File: src/rtl/serial_sub.sv
// serial_sub: bit-serial unsigned subtractor, a - b, one bit per clock, LSB first.
// Each bit uses the half-subtractor pair (a^b, ~a&b) plus a registered borrow-in.
// Result, borrow-out (and optional overflow) are published only at completion.
// Optional feature: define SERIAL_SUB_OVF_EN to add the signed-overflow output Ovf.
module serial_sub #(
    parameter int unsigned WIDTH = 8
) (
    input  logic             clk,
    input  logic             rst,
    input  logic             start,
    input  logic [WIDTH-1:0] a,
    input  logic [WIDTH-1:0] b,
    output logic             busy,
    output logic             done,
    output logic [WIDTH-1:0] Diff,
    output logic             Borrow
`ifdef SERIAL_SUB_OVF_EN
    ,
    output logic             Ovf
`endif
);

    localparam int unsigned CW = $clog2(WIDTH);
    localparam logic [CW-1:0] LAST = CW'(WIDTH - 1);

    typedef enum logic [1:0] {IDLE, SHIFT, DONE} state_t;

    state_t           state;
    logic [WIDTH-1:0] sa;
    logic [WIDTH-1:0] sb;
    logic [WIDTH-1:0] res;
    logic             bf;
    logic [CW-1:0]    cnt;

    logic             d;
    logic             bnext;
    logic [WIDTH-1:0] res_next;
    logic             ovf_next;

    // Full-subtractor bit from the current LSBs and the registered borrow.
    always_comb begin
        d        = sa[0] ^ sb[0] ^ bf;
        bnext    = (~sa[0] & sb[0]) | (~(sa[0] ^ sb[0]) & bf);
        res_next = {d, res[WIDTH-1:1]};
        // On the last bit sa[0]/sb[0] are the operand MSBs and d is the result MSB.
        ovf_next = (sa[0] ^ sb[0]) & (d ^ sa[0]);
    end

    // Control FSM and datapath; all outputs are registered.
    always_ff @(posedge clk or posedge rst) begin
        if (rst) begin
            state  <= IDLE;
            sa     <= '0;
            sb     <= '0;
            res    <= '0;
            bf     <= 1'b0;
            cnt    <= '0;
            busy   <= 1'b0;
            done   <= 1'b0;
            Diff   <= '0;
            Borrow <= 1'b0;
`ifdef SERIAL_SUB_OVF_EN
            Ovf    <= 1'b0;
`endif
        end else begin
            case (state)
                IDLE: begin
                    if (start) begin
                        sa    <= a;
                        sb    <= b;
                        res   <= '0;
                        bf    <= 1'b0;
                        cnt   <= '0;
                        busy  <= 1'b1;
                        state <= SHIFT;
                    end
                end
                SHIFT: begin
                    sa  <= sa >> 1;
                    sb  <= sb >> 1;
                    bf  <= bnext;
                    res <= res_next;
                    if (cnt == LAST) begin
                        cnt    <= '0;
                        Diff   <= res_next;
                        Borrow <= bnext;
`ifdef SERIAL_SUB_OVF_EN
                        Ovf    <= ovf_next;
`endif
                        done   <= 1'b1;
                        state  <= DONE;
                    end else begin
                        cnt <= cnt + 1'b1;
                    end
                end
                DONE: begin
                    done <= 1'b0;
                    // The edge leaving DONE may accept a new operation, so a held
                    // start yields one op every WIDTH+1 cycles.
                    if (start) begin
                        sa    <= a;
                        sb    <= b;
                        res   <= '0;
                        bf    <= 1'b0;
                        cnt   <= '0;
                        state <= SHIFT;
                    end else begin
                        busy  <= 1'b0;
                        state <= IDLE;
                    end
                end
                default: begin
                    busy  <= 1'b0;
                    done  <= 1'b0;
                    state <= IDLE;
                end
            endcase
        end
    end

endmodule

File: config.mk
export PLATFORM = sky130hd
export DESIGN_NAME = serial_sub
export DESIGN_NICKNAME = d
export VERILOG_FILES = /design/src/rtl/serial_sub.sv
export SDC_FILE = /design/constraint.sdc
export NUM_CORES = 1
export LEC_CHECK = 0
export ABC_CLOCK_PERIOD_IN_PS = 3500
export CAP_MARGIN = 0
export CORE_ASPECT_RATIO = 0.5
export CORE_MARGIN = 1
export CORE_UTILIZATION = 30
export DETAILED_ROUTE_END_ITERATION = 16
export PLACE_DENSITY = 0.47
export REMOVE_ABC_BUFFERS = 1
export SLEW_MARGIN = 10
export SYNTH_ARGS = -nofsm -noshare
export SYNTH_HDL_FRONTEND = slang
export SYNTH_SLANG_ARGS = --single-unit
File: constraint.sdc
create_clock -name clk -period 3.5 [get_ports clk]
set_clock_uncertainty 0.15 [all_clocks]
set_input_delay 0.525 -clock clk [delete_from_list [all_inputs] [get_ports clk]]
set_output_delay 0.525 -clock clk [all_outputs]
set_load 0.05 [all_outputs]
# Word level (Yosys, flattened, before mapping)
# Index checks and enable logic that the tools add are counted.
# op_classes
eq_ne	7
reduce_logical	8
bitwise	9
mux	20
add_sub_neg	1
# ops
op	n
$pmux 8 s2	3
$mux 8	3
$reduce_and 2->1	4
$mux 3	2
$ne 2x2->1 const B	3
$pmux 2 s3	1
$pmux 3 s2	1
$mux 1	5
$mux 2	2
$not 1->1	4
$pmux 1 s2	2
$add 3x1->3 const B	1
$eq 3x3->1 const B	1
$pmux 1 s3	1
$reduce_and 3->1	1
$and 1x1->1	2
$eq 2x1->1 const B	1
$eq 2x2->1 const B	1
$logic_not 2->1	1
$ne 2x1->1 const B	1
$reduce_bool 2->1	1
$reduce_or 2->1	1
$xor 1x1->1	2
$or 1x1->1	1
# totals
reg_bits	41
word_cells	55

# Depth between registers and ports, before layout
# logic_depth
ltp_word	5
mapped_depth	6
mapped_depth_nobuf	5

# Least setup slack after synthesis
# Ideal clock, no wire load.
# synth_path
path_type	register to register
start	register cnt[0]
end	register Diff[0]
t_arrival_ps	1411
slack_ps	1814
n_path_buf	1
path_stages_with_launch	6
path_cell_list	dfrtp_1 > ha_1 > ha_1 > nand3b_1 > buf_2 > mux2_2
# synth_via
elab_chain_cells	2
# synth_rtl
item	line_no	source
start: declaration	33	logic [CW-1:0] cnt;
start signal: assignment	93	cnt <= cnt + 1'b1;
$eq 3x3->1	83	if (cnt == LAST) begin
$reduce_and 2->1 (no line)	-	
end signal: assignment	85	Diff <= res_next;
end: declaration	15	output logic [WIDTH-1:0] Diff,
# Every way passes these cells.
# A chain may end at the register's enable or synchronous reset.

# Worst setup path after layout
# layout_path
start	register Diff[4]
end	output Diff[4]
# No word-level cell between the ends.

==> metrics.md <==
| Metric | Value |
|---|---|
| Sw frac | 37.6% |
| Die Wd | 108 um |
| Cell Rows | 18 |
| Crit path buffers/inverters | 1 |
| Top delay family on crit path | buffers and inverters |
| PostCTS Resize Cnt | 0 |
| Die height | 55.1 um |
| Initial antenna violation count | 0 |
| Unique masters post-synth | 27 |
| Share of cells above drive strength 1 | 12.9% |
| CTS root buffer | clkbuf_16 |
| Fin. max-slew vios | 0 |
| Sink Count | 40 |
| Most frequent cells in the layout | dfrtp_1 (40), clkdlybuf4s50_1 (29), nor2_1 (14) |
| Layout Area Growth over Synthesis | 30.0% |
| DIE AREA | 5960 um^2 |
| CP Class | flip-flop to output port |
| CP Cell Sequence | clkdlybuf4s50_1 |
| Overflow after GRT | 0 |
| Routed vias/inst | 4.83 |
| Clock power share | 23.0% |
| Commonest non-fill, non-tap cell in the layout | dfrtp_1 |
| Clock buffer depth | 2 |
| Reg-to-Reg Start | state[0]$_DFFE_PP0P_ |
| Pwr dens | 1050 nW/um^2 |
| Largest net degree at the start of global routing | 41 |
| Drt wl/cell | 13.9 um |
| Syn Area/Cell | 12.1 um^2 |
| Slowest CP cell | clkdlybuf4s50_1 |
| Vias in the first global route | 1114 |
| Status | finished, final reports clean |
| HPWL Detailed | 2150 um |
| Flop pwr share | 36.2% |
| Core occupancy in the finished layout | 42.4% |
| H-tree depth | 2 |
| CP arrival | 1.44 ns |
| Placer Congestion | 0.658 |
| Starting Density | 32.7% |
| TritonCTS clock tree | built |
| Met3 usage | 3.86% |
| Residual DRC | 0 |
| Total track usage | 13.0% |
| GRT met2 Usage | 18.4% |
| Final antenna diode count | 0 |
| Worst-path clk slew | 0.06 ns |
| Worst Path Max Fanout | 2 |
| CP endpoint kind | output port |
| Met1 Usage GRT | 17.9% |
| Global-route wire length before repair | 5570 um |
| Core area | 5180 um^2 |
| Yosys Warn Count | 0 |
| Final Net Count | 191 |
| Hold_sp | Borrow$_DFFE_PP0P_ |
| Gr busiest metal | met2 |
| Final Setup Violations | 0 |
| Worst Tran Pin Value | 0.721 ns |
| Mapped Cells | 140 |
| Total CTS buffers | 5 |
| Post CTS Setup Buffer Count | 0 |
| RSZ-0062 raised after global routing | no |
| Final ANT Viol Nets | 0 |
| Leak | 0.932 nW |
| Sum Neg Setup Slack | 0 ns |
| Max VDD drop | 0.355 mV |
| Switching power of the nets | 865 uW |
| # IOs | 30 |
| Minimum clock period | 2.11 ns |
| Hold buffers post-CTS | 0 |
| Max Clk Rate | 474 MHz |
| Crit path largest cell delay | 0.81 ns |
| Synth Cell Area | 1690 um^2 |
| # port buffers | 29 |
| Synthesized flop and latch total | 40 |
| 1st-iter DRT viols | 50 |
| Int Power | 1.43 mW |
| Final Hold Violating Endpoints | 0 |
| Combinational Power Share | 40.8% |
| Clk_lat worst skew | 0.28 ns |
| Min-delay worst type | flip-flop to flip-flop |
| Data required, critical path | 2.82 ns |
| Worst setup path start | Diff[4]$_DFFE_PP0P_ |
| Detailed-route via count | 1158 |
| # Max-Cap Violations | 0 |
| First-pass DRT Iterations | 4 |
| Fin crit share | 60.3% |
| Drt total wl | 3330 um |
| Relative slew margins | 52.0% |
| CP startpoint kind | flip-flop |
| Register area share after synthesis | 59.2% |
==> synthesized netlist by cell type <==
cell	instances	share of area (%)
a211oi_1	1	0.44
a21oi_1	3	0.89
a221o_1	1	0.59
a22o_1	11	5.7
and2b_1	1	0.44
and2b_4	1	0.59
and3b_1	1	0.52
buf_2	4	1.2
buf_4	4	1.8
dfrtp_1	40	59
fa_1	1	1.2
ha_1	2	1.5
inv_1	5	1.1
maj3_1	1	0.59
mux2_2	11	7.3
mux2i_1	2	1.2
nand2_1	2	0.44
nand2b_1	3	1.1
nand3_1	1	0.30
nand3b_1	1	0.44
nor2_1	14	3.1
nor2_4	1	0.67
nor2b_1	1	0.37
nor3_1	11	3.3
o21ai_0	4	1.2
o22ai_1	12	4.4
o2bb2ai_1	1	0.52
==> worst paths after layout <==
| check | to | slack (ns) | cells after the start |
|---|---|---|---|
| worst min-delay path | Borrow$_DFFE_PP0P_ | 0.33 | 2 |
| worst max register to register | sa[5]$_DFFE_PP0P_ | 1.45 | 3 |
| worst min register to register | Borrow$_DFFE_PP0P_ | 0.33 | 2 |
| min in group asynchronous | res[6]$_DFFE_PP0P_ | 0.51 | 3 |
| worst max-delay path | Diff[4] | 1.39 | 1 |
| max in group asynchronous | sa[6]$_DFFE_PP0P_ | 2.32 | 3 |
==> per-layer routing <==
metal / routed length [um] / vias to the layer above / part of all wire, %
met5: 0 / - / 0
met4: 55 / 0 / 1.7
met3: 102 / 8 / 3.1
met2: 1370 / 18 / 41
met1: 1790 / 565 / 54
li1: - / 567 / -
==> logic make-up (layout without fill, tap and decap cells) <==
| logic type | Yosys count | after routing | synth area share (%) |
|---|---|---|---|
| simple gates | 37 | 37 | 11.2 |
| fa+ha+maj | 4 | 4 | 3.25 |
| compound gates | 33 | 33 | 13.8 |
| buf+inv | 13 | 43 | 4.07 |
| flops | 40 | 40 | 59.2 |
| mux | 13 | 13 | 8.51 |
==> power by group through the flow <==
stage / registers [mW] / clock network, mW / logic [mW]
final: 0.832 / 0.528 / 0.939
after global routing: 0.865 / 0.561 / 1.03
after CTS: 0.835 / 0.543 / 0.948
after detailed placement: 0.842 / 0 / 0.942
after global placement: 0.842 / 0 / 0.932
after floorplan: 1.03 / 0 / 0.476
==> registers in the layout, indices dropped and copies added, names as in the netlist <==
| signal | flops |
|---|---|
| busy | 1 |
| res | 7 |
| done | 1 |
| sb | 8 |
| state | 2 |
| bf | 1 |
| sa | 8 |
| cnt | 3 |
| Borrow | 1 |
| Diff | 8 |
==> final cells by class <==
cell class,instances,area [um^2]
Clock buffer,5,125
Timing Repair Buffer,30,298
Sequential cell,40,1000
Multi-Input combinational cell,87,622
Inverter,5,18.8
Tap cell,70,87.6
Fill cell,484,2980
Clock inverter,3,46.3
==> stage by stage <==
step                      hold slack (ns)  cell area [um^2]  total power [mW]  std cells  worst slack (ns)
after floorplan                     0.306              1640              1.50        132              1.78
after global placement              0.311              2030              1.77        232              1.28
after detailed placement            0.321              2030              1.78        232              1.26
after CTS                           0.336              2200              2.33        240              1.38
after global routing                0.344              2200              2.46        240              1.29
final                               0.327              2200              2.30        240              1.39
==> worst min-delay path, stage by stage, from the launching register on <==
cell and delay [ns]:
dfrtp_1 0.34, nand2_1 0.04, o21ai_0 0.06
(Power assumes the default switching activity.)
